--- src/rtl/muldiv_unit.sv ---
// Iterative MIPS32 multiply/divide unit holding HI/LO.
// MULT/MULTU by shift-add, DIV/DIVU by restoring division, with a start/busy/done handshake.
module muldiv_unit #(
  parameter int unsigned WIDTH = 32
) (
  input  logic             clk,
  input  logic             reset,
  input  logic             start,
  input  logic [1:0]       op,
  input  logic [WIDTH-1:0] a,
  input  logic [WIDTH-1:0] b,
  input  logic             hi_we,
  input  logic             lo_we,
  input  logic [WIDTH-1:0] wdata,
  output logic             busy,
  output logic             done,
  output logic             div_by_zero,
  output logic [WIDTH-1:0] hi,
  output logic [WIDTH-1:0] lo
);

  localparam int unsigned CW = $clog2(WIDTH + 1);

  typedef enum logic [1:0] {IDLE, CALC, FIXUP, DONE} state_t;

  state_t state, state_nx;

  logic [CW-1:0]      count;
  logic               is_div;
  logic               neg_q;
  logic               neg_r;
  logic [WIDTH-1:0]   mcand;
  logic [2*WIDTH-1:0] acc;
  logic [WIDTH-1:0]   rem;

  logic               op_signed, op_div, zero_div, a_neg, b_neg;
  logic [WIDTH-1:0]   a_mag, b_mag;
  logic [WIDTH:0]     mul_sum;
  logic [WIDTH:0]     div_shift;
  logic               div_ge;
  logic [WIDTH-1:0]   rem_nx;
  logic [2*WIDTH-1:0] prod_fix;
  logic [WIDTH-1:0]   quo_fix, rem_fix;

  always_comb begin
    op_signed = ~op[0];
    op_div    = op[1];
    zero_div  = op_div && (b == '0);
    a_neg     = op_signed & a[WIDTH-1];
    b_neg     = op_signed & b[WIDTH-1];
    a_mag     = a_neg ? -a : a;
    b_mag     = b_neg ? -b : b;
  end

  // Multiply: acc lower half holds the multiplier and shifts right as the
  // product grows in. Divide: acc lower half holds the dividend, which shifts
  // left into the remainder while quotient bits enter at the LSB.
  always_comb begin
    mul_sum   = {1'b0, acc[2*WIDTH-1:WIDTH]} + {1'b0, (acc[0] ? mcand : '0)};
    div_shift = {rem, acc[WIDTH-1]};
    div_ge    = div_shift >= {1'b0, mcand};
    rem_nx    = div_ge ? WIDTH'(div_shift - {1'b0, mcand}) : div_shift[WIDTH-1:0];
    prod_fix  = neg_q ? -acc : acc;
    quo_fix   = neg_q ? -acc[WIDTH-1:0] : acc[WIDTH-1:0];
    rem_fix   = neg_r ? -rem : rem;
  end

  always_ff @(posedge clk or posedge reset) begin
    if (reset) state <= IDLE;
    else       state <= state_nx;
  end

  always_comb begin
    state_nx = state;
    busy     = (state != IDLE);
    done     = (state == DONE);
    case (state)
      IDLE:    if (start) state_nx = zero_div ? DONE : CALC;
      CALC:    if (count == CW'(WIDTH - 1)) state_nx = FIXUP;
      FIXUP:   state_nx = DONE;
      DONE:    state_nx = IDLE;
      default: state_nx = IDLE;
    endcase
  end

  always_ff @(posedge clk or posedge reset) begin
    if (reset) begin
      count       <= '0;
      is_div      <= 1'b0;
      neg_q       <= 1'b0;
      neg_r       <= 1'b0;
      mcand       <= '0;
      acc         <= '0;
      rem         <= '0;
      div_by_zero <= 1'b0;
      hi          <= '0;
      lo          <= '0;
    end else begin
      case (state)
        IDLE: begin
          if (start) begin
            is_div      <= op_div;
            neg_q       <= a_neg ^ b_neg;
            neg_r       <= a_neg;
            div_by_zero <= zero_div;
            count       <= '0;
            rem         <= '0;
            mcand       <= b_mag;
            acc         <= {{WIDTH{1'b0}}, a_mag};
            if (zero_div) begin
              hi <= a;
              lo <= '1;
            end
          end else begin
            if (hi_we) hi <= wdata;
            if (lo_we) lo <= wdata;
          end
        end
        CALC: begin
          count <= count + CW'(1);
          if (is_div) begin
            acc[WIDTH-1:0] <= {acc[WIDTH-2:0], div_ge};
            rem            <= rem_nx;
          end else begin
            acc <= {mul_sum, acc[WIDTH-1:1]};
          end
        end
        FIXUP: begin
          if (is_div) begin
            hi <= rem_fix;
            lo <= quo_fix;
          end else begin
            {hi, lo} <= prod_fix;
          end
        end
        default: ;
      endcase
    end
  end

endmodule
--- config.mk ---
export PLATFORM = sky130hd
export DESIGN_NAME = muldiv_unit
export DESIGN_NICKNAME = d
export VERILOG_FILES = /design/src/rtl/muldiv_unit.sv
export SDC_FILE = /design/constraint.sdc
export NUM_CORES = 1
export LEC_CHECK = 0
export CORE_MARGIN = 1.5
export CORE_UTILIZATION = 40
export DETAILED_ROUTE_END_ITERATION = 16
export HOLD_SLACK_MARGIN = 0.03
export SYNTH_ARGS = -nofsm -noshare
export SYNTH_HDL_FRONTEND = slang
export SYNTH_SLANG_ARGS = --single-unit
--- constraint.sdc ---
create_clock -name clk -period 14.93 [get_ports clk]
set_clock_uncertainty 0.2 [all_clocks]
set_input_delay 3.7325 -clock clk [delete_from_list [all_inputs] [get_ports clk]]
set_output_delay 3.7325 -clock clk [all_outputs]
set_load 0.1 [all_outputs]
[After elaboration in Yosys (flattened, before gate mapping)]
Index checks and enable logic that the tools add are counted.
W data, S select, Z words.
Storage, ports and cells
  bits in registers: 204
  output and inout bits: 67
  logic and storage cells: 79
Operators by class
  add/subtract/negate cells: 8
  order comparisons: 1
  equality and inequality tests: 11
  mux-type cells: 30
  bitwise operators: 4
  reductions and logical operators: 13
Operators by type and width (count)
  $mux W32: 18
  $pmux W32 S2: 3
  $mux W64: 2
  $neg A32 Y32: 4
  $pmux W64 S2: 1
  $neg A64 Y64: 1
  $add A32 B32 Y33: 1
  $ge A33 B32 Y1: 1
  $logic_not A32 Y1: 1
  $sub A32 B32 Y32: 1
  $pmux W6 S2: 1
  $reduce_and A3 Y1: 4
  $ne A3 B3 Y1 const B: 3
  $ne A2 B2 Y1 const B: 4
  $pmux W2 S4: 1
  $add A6 B1 Y6 const B: 1
  $eq A6 B5 Y1 const B: 1
  $mux W2: 3
  $mux W6: 1
  $reduce_and A2 Y1: 3
  $reduce_bool A2 Y1: 3
  $eq A2 B2 Y1 const B: 2
  $and A1 B1 Y1: 2
  $eq A2 B1 Y1 const B: 1
  other kinds (4): 4

[Depth between registers and ports, before layout]
Gate-level depths: netlist (run 1).
  word-level depth: 5
  mapped depth: 14
  depth with buffers taken out: 13

[Worst setup path after synthesis (run 1)]
No wires, ideal clock.
  path kind: input to register
  start point: in b[6]
  end point: reg hi[31]
  library setup time: 0.129 ns
  arrival time: 5.893 ns
  setup slack: 8.707 ns
  stages: 11
  buffers on the path: 3
  path through: or4_1 -> nor3_2 -> and4_1 -> nand2b_1 -> or2_1 -> clkbuf_1 -> a31o_1 -> clkbuf_1 -> buf_2 -> nand2_1 -> o21ai_2
On the way
  longest elaborated chain between the ends: 4
RTL lines
  start, declared: RTL line 11  | input logic [WIDTH-1:0] b,
  $logic_not A32 Y1: RTL line 48  | zero_div = op_div && (b == '0);
  $logic_and A1 B1 Y1: RTL line 48
  $ne A3 B3 Y1 (no line)
  $reduce_and A3 Y1 (no line)
  end signal, assigned: RTL line 115  | if (hi_we) hi <= wdata;
  end signal, assigned: RTL line 130  | hi <= rem_fix;
  end signal, assigned: RTL line 133  | {hi, lo} <= prod_fix;
  end, declared: RTL line 18  | output logic [WIDTH-1:0] hi,
Every way passes these cells.
A chain may end at the register's enable or synchronous reset.

[Final worst setup path (run 1)]
  start point: in b[6]
  end point: reg hi[14]
The elaborated chain is that of the path after synthesis.

==> results of run 1 <==
## registers in the layout (all words and copies together), names as in the netlist
name and cells:
acc 64, count 6, div_by_zero 1, hi 32, is_div 1, lo 32
mcand 32, neg_q 1, neg_r 1, rem 32, state 2
## cell type report
class / instances / area (um2)
Sequential cell: 204 / 5110
Timing Repair Buffer: 187 / 1820
Fill cell: 3936 / 20800
Tap cell: 525 / 657
Multi-Input combinational cell: 1646 / 10500
Clock buffer: 33 / 697
Clock inverter: 13 / 141
Inverter: 70 / 270
## cell usage after synthesis, types with 19 or more instances
master	count	share of area, %
sky130_fd_sc_hd__clkbuf_1	94	2.2
sky130_fd_sc_hd__inv_1	69	1.6
sky130_fd_sc_hd__or4_1	19	0.87
sky130_fd_sc_hd__a21oi_1	118	3.6
sky130_fd_sc_hd__o41ai_1	22	1.2
sky130_fd_sc_hd__nor2_1	137	3.1
sky130_fd_sc_hd__nand2_1	303	7.0
sky130_fd_sc_hd__nor3_1	33	1.0
sky130_fd_sc_hd__o31ai_1	40	1.8
sky130_fd_sc_hd__mux2i_1	77	4.7
sky130_fd_sc_hd__o21ai_0	213	6.5
sky130_fd_sc_hd__ha_1	74	5.7
sky130_fd_sc_hd__a21o_1	24	1.1
sky130_fd_sc_hd__xor2_1	89	4.8
sky130_fd_sc_hd__xnor2_1	106	5.7
sky130_fd_sc_hd__dfrtp_1	204	31
sky130_fd_sc_hd__o21ai_1	65	2.0
sky130_fd_sc_hd__o22ai_1	33	1.3
sky130_fd_sc_hd__nand3_1	47	1.4
## kinds of logic after synthesis
| family | after synthesis |
|---|---|
| adders and majority gates | 76 |
| buffers and inverters | 192 |
| muxes | 88 |
| DFF | 204 |
| xor gates and xnor gates | 195 |
| AOI/OAI and AO/OA | 635 |
| and+or+nand+nor | 652 |
## path summary, 6_finish.rpt
| kind | endpoint | cells past startpoint | startpoint |
|---|---|---|---|
| hold reg to reg | mcand[2] | 2 | mcand[2] |
| setup / recovery | hi[14] | 9 | b[6] |
| hold / removal | mcand[2] | 2 | mcand[2] |
| setup reg to reg | acc[63] | 12 | acc[0] |
| min in group asynchronous | mcand[2] | 2 | reset |
| max in group asynchronous | neg_q | 3 | reset |
## through the flow
step / util, % / hold slack, ns / total power, mW / cells
6_report: 48.0 / 0.278 / 4.52 / 2678
5_1_grt: 48.0 / 0.299 / 4.85 / 2678
4_1_cts: 48.0 / 0.286 / 4.53 / 2678
3_5_place_dp: 45.9 / 0.273 / 3.89 / 2632
3_3_place_gp: 45.9 / 0.261 / 3.83 / 2632
2_1_floorplan: - / 0.250 / 3.17 / 2042
## layer usage
metal | track usage, % | vias to the layer above
met5 | 0 | -
met4 | 6.41 | 0
met3 | 3.72 | 61
met2 | 40.1 | 490
met1 | 34.6 | 7318
li1 | - | 7539
## where the power goes
group          leakage (nW)  internal (mW)  switching (mW)
Sequential             2.57          0.788           0.271
Clock                 0.404          0.365           0.266
Combinational          5.18          0.885            1.95
## placed cells by master, fill, tap and decap left out, drive strengths merged, types with 7 or more instances in the layout
cell type	Yosys	routed
a21oi	119	119
a31oi	18	18
o41ai	24	24
o311ai	17	17
or2	7	7
o211ai	9	9
mux2i	77	77
nor3	34	34
nor2b	12	12
or3	14	14
clkbuf	94	33
inv	70	70
o31ai	40	40
buf	28	19
o21ai	280	280
nand2	303	303
nor2	137	137
clkdlybuf4s50	0	168
nor4	18	18
nand4	12	12
ha	74	74
or4	21	21
nand3	49	49
xnor2	106	106
a21o	24	24
mux2	11	11
o22ai	33	33
clkinv	0	8
and3	13	13
a211oi	9	9
xor2	89	89
o21a	7	7
dfrtp	204	204
nand2b	17	17
## critical path, delay by kind of cell
family,cells,cell delay (ns)
compound gates,2,1.01
simple gates,6,2.09
buf+inv,1,0.48
==> metrics.log, run 1 <==
[metrics] run status: complete, no violations
[metrics] critical path start-end classification: primary input to register
[metrics] number of I/O pins: 170
[metrics] count of hold buffers inserted by post-cts repair: 0
[metrics] Fmax achieved: 142 MHz
[metrics] met2 wire length: 23500 um
[metrics] type of element launching the critical path: primary input
[metrics] pins over their slew limit: 0
[metrics] largest family of logic cells by synthesized area: compound AO/OA/AOI/OAI gates
[metrics] Simple-Gate Fraction of Synth Area: 18.6%
[metrics] count of standard-cell rows: 73
[metrics] drt initial violations: 1034
[metrics] area added between synthesis and finish: 17.5%
[metrics] share of post-route cells with drive strength above 1: 5.16%
[metrics] adder and majority cell fraction of the synthesized area: 5.90%
[metrics] half-perimeter wire length after placement: 39300 um
[metrics] Resized cells post-CTS: 0
[metrics] synth warn: 0
[metrics] Routed Antenna Nets: 0
[metrics] power per cell area: 235 mW/mm2
[metrics] vertical die dimension: 205 um
[metrics] weighted congestion reported at the end of routability-driven placement: 0.899
[metrics] residual overflow from global routing: 0
[metrics] vias in the first global route: 14700
[metrics] TritonCTS buffer count: 26
[metrics] Synth Area per Inst: 8.01 um2
[metrics] critical-path maximum fanout: 17
[metrics] critical path data arrival time: 7.32 ns
[metrics] wire length on met3: 3450 um
[metrics] Post-CTS Setup Inserts: 0
[metrics] Crit-path slowest cell: sky130_fd_sc_hd__a31oi_2
[metrics] clock buffer depth: 3
[metrics] mux contribution to synthesized area: 5.47%
[metrics] via-per-instance ratio: 5.75
[metrics] standby leakage power: 8.16 nW
[metrics] setup repair after global routing missed its margin: false
[metrics] async set-or-reset flop fraction in the synthesized netlist: 100%
[metrics] pre-CTS worst setup slack: 7.36 ns
[metrics] cell count after synthesis: 2042
[metrics] required arrival time at the worst endpoint: 15.22 ns
[metrics] Hold/Removal Path Class: register to register
[metrics] total die area: 0.0421 mm2
[metrics] Initial Utilization: 40.9%
[metrics] uppermost metal layer occupied by signal nets: met4
[metrics] Worst-path clk slew: 0.06 ns
[metrics] portion of the post-synthesis area used by sequential elements: 31.2%
[metrics] Post-DP Area: 0.0184 mm2
[metrics] max-cap violation count: 0
[metrics] xor and xnor fraction of the mapped netlist area: 10.4%
[metrics] IO buf count: 169
[metrics] net count after synthesis: 2221
[metrics] M1 wire length: 24000 um
[metrics] worst slew margin relative to its limit: 20.8%
[metrics] number of detailed-routing iterations run before antenna repair: 5
[metrics] worst-margin pin slew: 1.19 ns
[metrics] total negative slack for setup checks: 0 ns
[metrics] peak per-stage delay on the critical path: 0.76 ns
[metrics] crit-path cells: clkdlybuf4s50_1 > or4_1 > nor3_2 > and4_1 > nand2b_1 > or2_1 > a31oi_2 > nand2_1 > o21ai_0
[metrics] root buffer cell: sky130_fd_sc_hd__clkbuf_16
[metrics] antenna fix cells: 0
[metrics] floorplan die width: 205 um
[metrics] initial antenna violation count: 0
[metrics] total number of vias: 15400
[metrics] register-to-register path setup slack: 10.09 ns
[metrics] top flip-flop cell by instance count after synthesis: sky130_fd_sc_hd__dfrtp_1
[metrics] final worst path period share: 47.1%
[metrics] total wirelength of the detailed-routed design: 52300 um
[metrics] clock tree from TritonCTS: built
[metrics] worst skew pair latency: 0.58 ns
[metrics] Avg WL per Cell: 19.5 um
[metrics] core region area: 0.0400 mm2
[metrics] compound-cell area share of the yosys netlist: 23.7%
[metrics] post-route cell area: 0.0192 mm2
[metrics] Synth cell types: 83
[metrics] number of setup violations in the final report: 0
[metrics] pin count of the biggest net entering global routing: 139
[metrics] final hold violation count: 0
[metrics] TritonCTS sink count: 204
[metrics] DRC errors left: 0
[metrics] crit path time final: 7.03 ns
[metrics] min setup slack post-route: 7.90 ns
[metrics] gr usage total: 24.8%
[metrics] wire length of the first global-routing pass: 82400 um
[metrics] Critical Path Sink Type: register
[metrics] Netlist Area Pre-Place: 0.0164 mm2
[metrics] count of nets after finishing: 2314
[metrics] synthesized flop and latch total: 204
[metrics] maximum level of the CTS H-tree: 1
[metrics] worst ir drop on vdd: 0.130 mV
[metrics] EDFF count, synth: 0
Power figures use the tool's default switching activity.
==> run 2, diff against run 1 <==
Clock period 14.93 ns to 6.9 ns, I/O delays scaled along.
==> run 2 against run 1 <==
Against the previous run:
- total power increased by 110%
- worst setup slack lost 6.0 ns
- die area unchanged
- first-iteration DRC count grew 42%
- via count barely moved
- routed wire length decreased by 1.3%
- largest cell class unchanged
- design area fell by 0.36%
- non-clock buffer count is 1 higher
- sequential cell count did not move
- clock power grew 98%
==> metrics.log, run 2 (synthesis results as in run 1) <==
[metrics] run status: complete, no violations
[metrics] power per cell area: 505 mW/mm2 (+110%)
[metrics] critical path start-end classification: primary input to register
[metrics] startpoint of the most critical hold path: mcand[22]
[metrics] final worst path period share: 73.0%
[metrics] Biggest register: acc
[metrics] drt initial violations: 1469 (+42%)
[metrics] number of non-filler instances in the completed layout: 2676 (-0.075%)
[metrics] met2 wire length: 23100 um (-1.6%)
[metrics] Initial Utilization: 40.9% (unchanged)
[metrics] Avg WL per Cell: 19.3 um (-1.2%)
[metrics] Hold/Removal Path Class: register to register
[metrics] share of post-route cells with drive strength above 1: 4.88% (-0.27 points)
[metrics] root buffer cell: sky130_fd_sc_hd__clkbuf_16
[metrics] worst skew pair latency: 0.55 ns (-0.03 ns)
[metrics] floorplan die width: 205 um (unchanged)
[metrics] number of placed instances, taps included: 2633 (+0.038%)
[metrics] Fmax achieved: 199 MHz
[metrics] TritonCTS sink count: 204 (unchanged)
[metrics] depth of the most critical reg-to-reg path: 12 (unchanged)
[metrics] critical path data arrival time: 5.30 ns (-2.02 ns)
[metrics] min setup slack post-route: 1.86 ns (-6.04 ns)
[metrics] count of hold buffers inserted by post-cts repair: 0 (unchanged)
[metrics] number of I/O pins: 170 (unchanged)
[metrics] number of detailed-routing iterations run before antenna repair: 6 (+1)
[metrics] maximum level of the CTS H-tree: 1 (unchanged)
[metrics] Worst-path clk slew: 0.06 ns (about the same)
[metrics] standby leakage power: 8.13 nW (-0.36%)
[metrics] crit path time final: 5.04 ns
[metrics] endpoint of the worst-slack reg-to-reg timing path: acc[63]
[metrics] filler cell count: 3955 (+0.48%)
[metrics] residual overflow from global routing: 0 (unchanged)
[metrics] via-per-instance ratio: 5.76 (about the same)
[metrics] origin of the worst setup path: b[6]
[metrics] total wirelength of the detailed-routed design: 51600 um (-1.3%)
[metrics] initial antenna violation count: 0 (unchanged)
[metrics] Critical Path Sink Type: register
[metrics] M1 wire length: 23700 um (-1.4%)
[metrics] Resized cells post-CTS: 0 (unchanged)
[metrics] Post-Route Hold Slack: 0.279 ns (+0.000618 ns)
[metrics] IO buf count: 169 (unchanged)
[metrics] max-cap violation count: 0 (unchanged)
[metrics] clock buffer depth: 3 (unchanged)
[metrics] post-route cell area: 0.0191 mm2 (-0.36%)
[metrics] half-perimeter wire length after placement: 39200 um (-0.21%)
[metrics] uppermost metal layer occupied by signal nets: met4
[metrics] Total Power Consumption: 9.67 mW (+110%)
[metrics] gr usage total: 24.3% (-0.57 points)
[metrics] count of standard-cell rows: 73 (unchanged)
[metrics] count of nets after finishing: 2314 (unchanged)
[metrics] Reg-to-Reg Start: acc[0]
[metrics] TritonCTS buffer count: 25 (-3.8%)
[metrics] wire length of the first global-routing pass: 80400 um (-2.3%)
[metrics] critical-path maximum fanout: 17 (unchanged)
[metrics] DRC errors left: 0 (unchanged)
[metrics] total negative slack for setup checks: 0 ns (unchanged)
[metrics] worst ir drop on vdd: 0.277 mV (+110%)
[metrics] number of setup violations in the final report: 0 (unchanged)
[metrics] leading cell type in the layout, fill and taps excluded: sky130_fd_sc_hd__nand2_1
[metrics] worst hold stages: 2 (unchanged)
[metrics] weighted congestion reported at the end of routability-driven placement: 0.896 (-0.33%)
[metrics] type of element launching the critical path: primary input
[metrics] area added between synthesis and finish: 17.0%
[metrics] vertical die dimension: 205 um (unchanged)
[metrics] pre-CTS worst setup slack: 1.33 ns (-6.03 ns)
[metrics] core region area: 0.0400 mm2 (unchanged)
[metrics] commonest non-fill, non-tap cells in the layout: sky130_fd_sc_hd__nand2_1, sky130_fd_sc_hd__o21ai_0, sky130_fd_sc_hd__dfrtp_1
[metrics] Post-DP Area: 0.0184 mm2 (about the same)
[metrics] antenna fix cells: 0 (unchanged)
[metrics] worst-margin pin slew: 1.18 ns (-0.0126 ns)
[metrics] number of flip-flops under the largest register name: 64 (unchanged)
[metrics] pins over their slew limit: 0 (unchanged)
[metrics] clock tree from TritonCTS: built
[metrics] Post-CTS Setup Inserts: 0 (unchanged)
[metrics] register-to-register path setup slack: 2.08 ns (-8.01 ns)
[metrics] Routed Antenna Nets: 0 (unchanged)
[metrics] Hold Path End: mcand[22]
[metrics] required arrival time at the worst endpoint: 7.17 ns (-8.05 ns)
[metrics] setup repair after global routing missed its margin: false
[metrics] total die area: 0.0421 mm2 (unchanged)
[metrics] Reg area: 0.00511 mm2 (unchanged)
[metrics] total number of vias: 15400 (-0.039%)
[metrics] area of the multi-input gates: 0.0105 mm2 (unchanged)
[metrics] wire length on met3: 3590 um (+4.1%)
[metrics] vias in the first global route: 14100 (-3.6%)
[metrics] worst slew margin relative to its limit: 21.6% (+0.84 points)
[metrics] final standard cell utilization of the core: 47.9% (-0.18 points)
[metrics] pin count of the biggest net entering global routing: 139 (unchanged)
[metrics] final hold violation count: 0 (unchanged)
-- run 2: changes by cell type in the layout (fill, tap and decap cells not counted) --
cell                         delta
sky130_fd_sc_hd__bufinv_16      -2
sky130_fd_sc_hd__clkbuf_8       +3
sky130_fd_sc_hd__clkbuf_16      -1
sky130_fd_sc_hd__inv_6          +1
sky130_fd_sc_hd__clkinv_4       -2
sky130_fd_sc_hd__buf_12         +1
sky130_fd_sc_hd__clkinv_8       -1
sky130_fd_sc_hd__clkbuf_1       +4
sky130_fd_sc_hd__inv_8          -1
sky130_fd_sc_hd__clkinv_2       -2
sky130_fd_sc_hd__clkinvlp_4     -2
-- run 2: final cells by class --
| cell class | count | area share, % |
|---|---|---|
| Clock buffer | 39 | 3.80 |
| Clock inverter | 4 | 0.124 |
| Tap cell | 525 | 3.43 |
| Inverter | 70 | 1.39 |
| Timing Repair Buffer | 188 | 9.62 |
| Multi-Input combinational cell | 1646 | 55.0 |
| Sequential cell | 204 | 26.7 |
-- run 2: how the worst max path moves through the flow --
stage               slack (ns)  endpoint  depth (start not counted)
finish                    1.86     hi[4]                          9
global route              1.59     hi[4]                          9
CTS                       1.89     hi[4]                          9
detailed placement        1.33     hi[4]                          9
global placement          1.44     hi[0]                          9
floorplan                 2.33    acc[0]                          1
-- run 2: power by group --
part	total, mW	switching (mW)	leakage [nW]	internal (mW)
Clock	1.25	0.530	0.371	0.718
Combinational	6.11	4.20	5.18	1.92
Sequential	2.30	0.599	2.57	1.71
-- run 2: metal layers --
| layer | up-vias | track usage, % |
|---|---|---|
| met5 | - | 0 |
| met4 | 0 | 5.81 |
| met3 | 70 | 3.56 |
| met2 | 548 | 38.9 |
| met1 | 7245 | 34.3 |
| li1 | 7539 | - |
-- run 2: critical path: stages --
cell,delay [ns]
sky130_fd_sc_hd__clkdlybuf4s50_1,0.48
sky130_fd_sc_hd__or4_1,0.59
sky130_fd_sc_hd__nor3_2,0.23
sky130_fd_sc_hd__and4_1,0.33
sky130_fd_sc_hd__nand2b_1,0.13
sky130_fd_sc_hd__or2_1,0.44
sky130_fd_sc_hd__a31oi_2,0.75
sky130_fd_sc_hd__nand2_1,0.36
sky130_fd_sc_hd__o21ai_0,0.26
==> run 3, diff against run 2 <==
Clock period 6.9 ns to 4.9 ns, I/O delays scaled along.
==> run 3 against run 2 <==
Against the previous run:
- routed wire length up 2.5%
- clock power up 58%
- total power increased by 44%
- sequential power grew 44%
- critical endpoint unchanged
==> metrics.log, run 3 (synthesis results as in run 1) <==
[metrics] run status: complete, no violations
[metrics] final hold violation count: 0 (unchanged)
[metrics] maximum level of the CTS H-tree: 1 (unchanged)
[metrics] pin count of the biggest net entering global routing: 72 (-48%)
[metrics] depth of the most critical reg-to-reg path: 13 (+1)
[metrics] count of standard-cell rows: 73 (unchanged)
[metrics] weighted congestion reported at the end of routability-driven placement: 0.903 (+0.70%)
[metrics] post-route cell area: 0.0194 mm2 (+1.4%)
[metrics] clock buffer depth: 3 (unchanged)
[metrics] Hold Path End: mcand[22]
[metrics] floorplan die width: 205 um (unchanged)
[metrics] endpoint of the worst-slack reg-to-reg timing path: acc[63]
[metrics] critical path data arrival time: 4.58 ns (-0.72 ns)
[metrics] min setup slack post-route: 0.571 ns (-1.29 ns)
[metrics] vias in the first global route: 14600 (+3.4%)
[metrics] leading cell type in the layout, fill and taps excluded: sky130_fd_sc_hd__nand2_1
[metrics] drt initial violations: 1089 (-26%)
[metrics] core region area: 0.0400 mm2 (unchanged)
[metrics] Reg-to-Reg Start: acc[0]
[metrics] register-to-register path setup slack: 0.64 ns (-1.44 ns)
[metrics] share of post-route cells with drive strength above 1: 6.03% (+1.2 points)
[metrics] root buffer cell: sky130_fd_sc_hd__clkbuf_16
[metrics] number of flip-flops under the largest register name: 64 (unchanged)
[metrics] Avg WL per Cell: 19.6 um (+1.8%)
[metrics] Critical Path Sink Type: register
[metrics] total die area: 0.0421 mm2 (unchanged)
[metrics] antenna fix cells: 0 (unchanged)
[metrics] worst-margin pin slew: 1.12 ns (-0.0570 ns)
[metrics] Worst-path clk slew: 0.06 ns (about the same)
[metrics] Post-DP Area: 0.0185 mm2 (+0.78%)
[metrics] clock tree from TritonCTS: built
[metrics] Biggest register: acc
[metrics] count of nets after finishing: 2330 (+0.69%)
[metrics] worst skew pair latency: 0.55 ns (about the same)
[metrics] Routed Antenna Nets: 0 (unchanged)
[metrics] setup repair after global routing missed its margin: false
[metrics] max-cap violation count: 0 (unchanged)
[metrics] final worst path period share: 88.3%
[metrics] commonest non-fill, non-tap cells in the layout: sky130_fd_sc_hd__nand2_1, sky130_fd_sc_hd__o21ai_0, sky130_fd_sc_hd__dfrtp_1
[metrics] count of hold buffers inserted by post-cts repair: 0 (unchanged)
[metrics] type of element launching the critical path: primary input
[metrics] TritonCTS buffer count: 27 (+8.0%)
[metrics] power per cell area: 718 mW/mm2 (+42%)
[metrics] initial antenna violation count: 0 (unchanged)
[metrics] DRC errors left: 0 (unchanged)
[metrics] Hold/Removal Path Class: register to register
[metrics] standby leakage power: 8.29 nW (+2.0%)
[metrics] total negative slack for setup checks: 0 ns (unchanged)
[metrics] area added between synthesis and finish: 18.7%
[metrics] total number of vias: 15400 (+0.013%)
[metrics] half-perimeter wire length after placement: 40500 um (+3.5%)
[metrics] worst slew margin relative to its limit: 25.2% (+3.6 points)
[metrics] critical path start-end classification: primary input to register
[metrics] Resized cells post-CTS: 0 (unchanged)
[metrics] startpoint of the most critical hold path: mcand[22]
[metrics] required arrival time at the worst endpoint: 5.15 ns (-2.02 ns)
[metrics] worst ir drop on vdd: 0.372 mV (+34%)
[metrics] Initial Utilization: 40.9% (unchanged)
[metrics] gr usage total: 24.7% (+0.46 points)
[metrics] residual overflow from global routing: 0 (unchanged)
[metrics] number of detailed-routing iterations run before antenna repair: 5 (-1)
[metrics] worst hold stages: 2 (unchanged)
[metrics] crit path time final: 4.33 ns
[metrics] pre-CTS worst setup slack: 0.0810 ns (-1.25 ns)
[metrics] critical-path maximum fanout: 48 (+31)
[metrics] total wirelength of the detailed-routed design: 52900 um (+2.5%)
[metrics] number of placed instances, taps included: 2647 (+0.53%)
[metrics] vertical die dimension: 205 um (unchanged)
[metrics] via-per-instance ratio: 5.71 (-0.73%)
[metrics] number of I/O pins: 170 (unchanged)
[metrics] number of non-filler instances in the completed layout: 2696 (+0.75%)
[metrics] number of setup violations in the final report: 0 (unchanged)
[metrics] IO buf count: 169 (unchanged)
[metrics] TritonCTS sink count: 204 (unchanged)
[metrics] pins over their slew limit: 0 (unchanged)
[metrics] Post-CTS Setup Inserts: 0 (unchanged)
[metrics] final standard cell utilization of the core: 48.5% (+0.69 points)
[metrics] wire length of the first global-routing pass: 82600 um (+2.6%)
[metrics] Fmax achieved: 231 MHz
[run 3: cell types whose count changed in the layout (fill, tap and decap cells not counted)]
cell,change
sky130_fd_sc_hd__buf_12,+3
sky130_fd_sc_hd__clkbuf_8,+3
sky130_fd_sc_hd__bufinv_16,+1
sky130_fd_sc_hd__clkinv_2,+5
sky130_fd_sc_hd__clkbuf_16,+2
sky130_fd_sc_hd__clkinv_4,+1
sky130_fd_sc_hd__clkbuf_1,-6
sky130_fd_sc_hd__buf_4,+11
[run 3: worst max-delay path by stage]
| stage | start | to | slack [ns] | cells after the start |
|---|---|---|---|---|
| floorplan | reset | acc[0] | 0.83 | 1 |
| global placement | b[6] | hi[27] | 0.21 | 10 |
| detailed placement | b[6] | hi[4] | 0.08 | 10 |
| CTS | b[6] | hi[4] | 0.63 | 10 |
| global route | b[6] | hi[4] | 0.39 | 10 |
| finish | b[6] | hi[4] | 0.57 | 10 |
[run 3: per-layer routing]
layer / wire (um) / GRT usage (%)
met1: 24800 / 35.4
met2: 23700 / 39.9
met3: 3050 / 2.39
met4: 1340 / 6.15
met5: 0 / 0
[run 3: through the flow]
stage	power (mW)	hold WS, ns
after global placement	11.8	0.263
after CTS	13.9	0.284
final	13.9	0.278
after global routing	14.9	0.295
after floorplan	9.65	0.250
after detailed placement	11.9	0.271
[run 3: final cells by class]
cell class              count  area (um2)
multi-input cells        1646       10500
flip-flops and latches    204        5110
inverters                  70         267
clock inverters            11        87.6
fillers                  3899       20600
well taps                 525         657
repair buffers            202        1980
clock buffers              38         797
[run 3: report_power, final]
group	internal (mW)	switching [mW]	total (mW)
sequential	2.40	0.907	3.31
combinational	2.75	5.90	8.65
clock	1.18	0.802	1.98
[run 3: critical path, stage by stage]
cell                              delay (ns)
sky130_fd_sc_hd__clkdlybuf4s50_1        0.48
sky130_fd_sc_hd__or4_1                  0.59
sky130_fd_sc_hd__nor3_2                 0.21
sky130_fd_sc_hd__and4_1                 0.33
sky130_fd_sc_hd__nand2b_1               0.13
sky130_fd_sc_hd__or2_1                  0.43
sky130_fd_sc_hd__a31o_2                 0.63
sky130_fd_sc_hd__nor3_1                 0.36
sky130_fd_sc_hd__a21oi_1                0.07
sky130_fd_sc_hd__o21ai_0                0.10
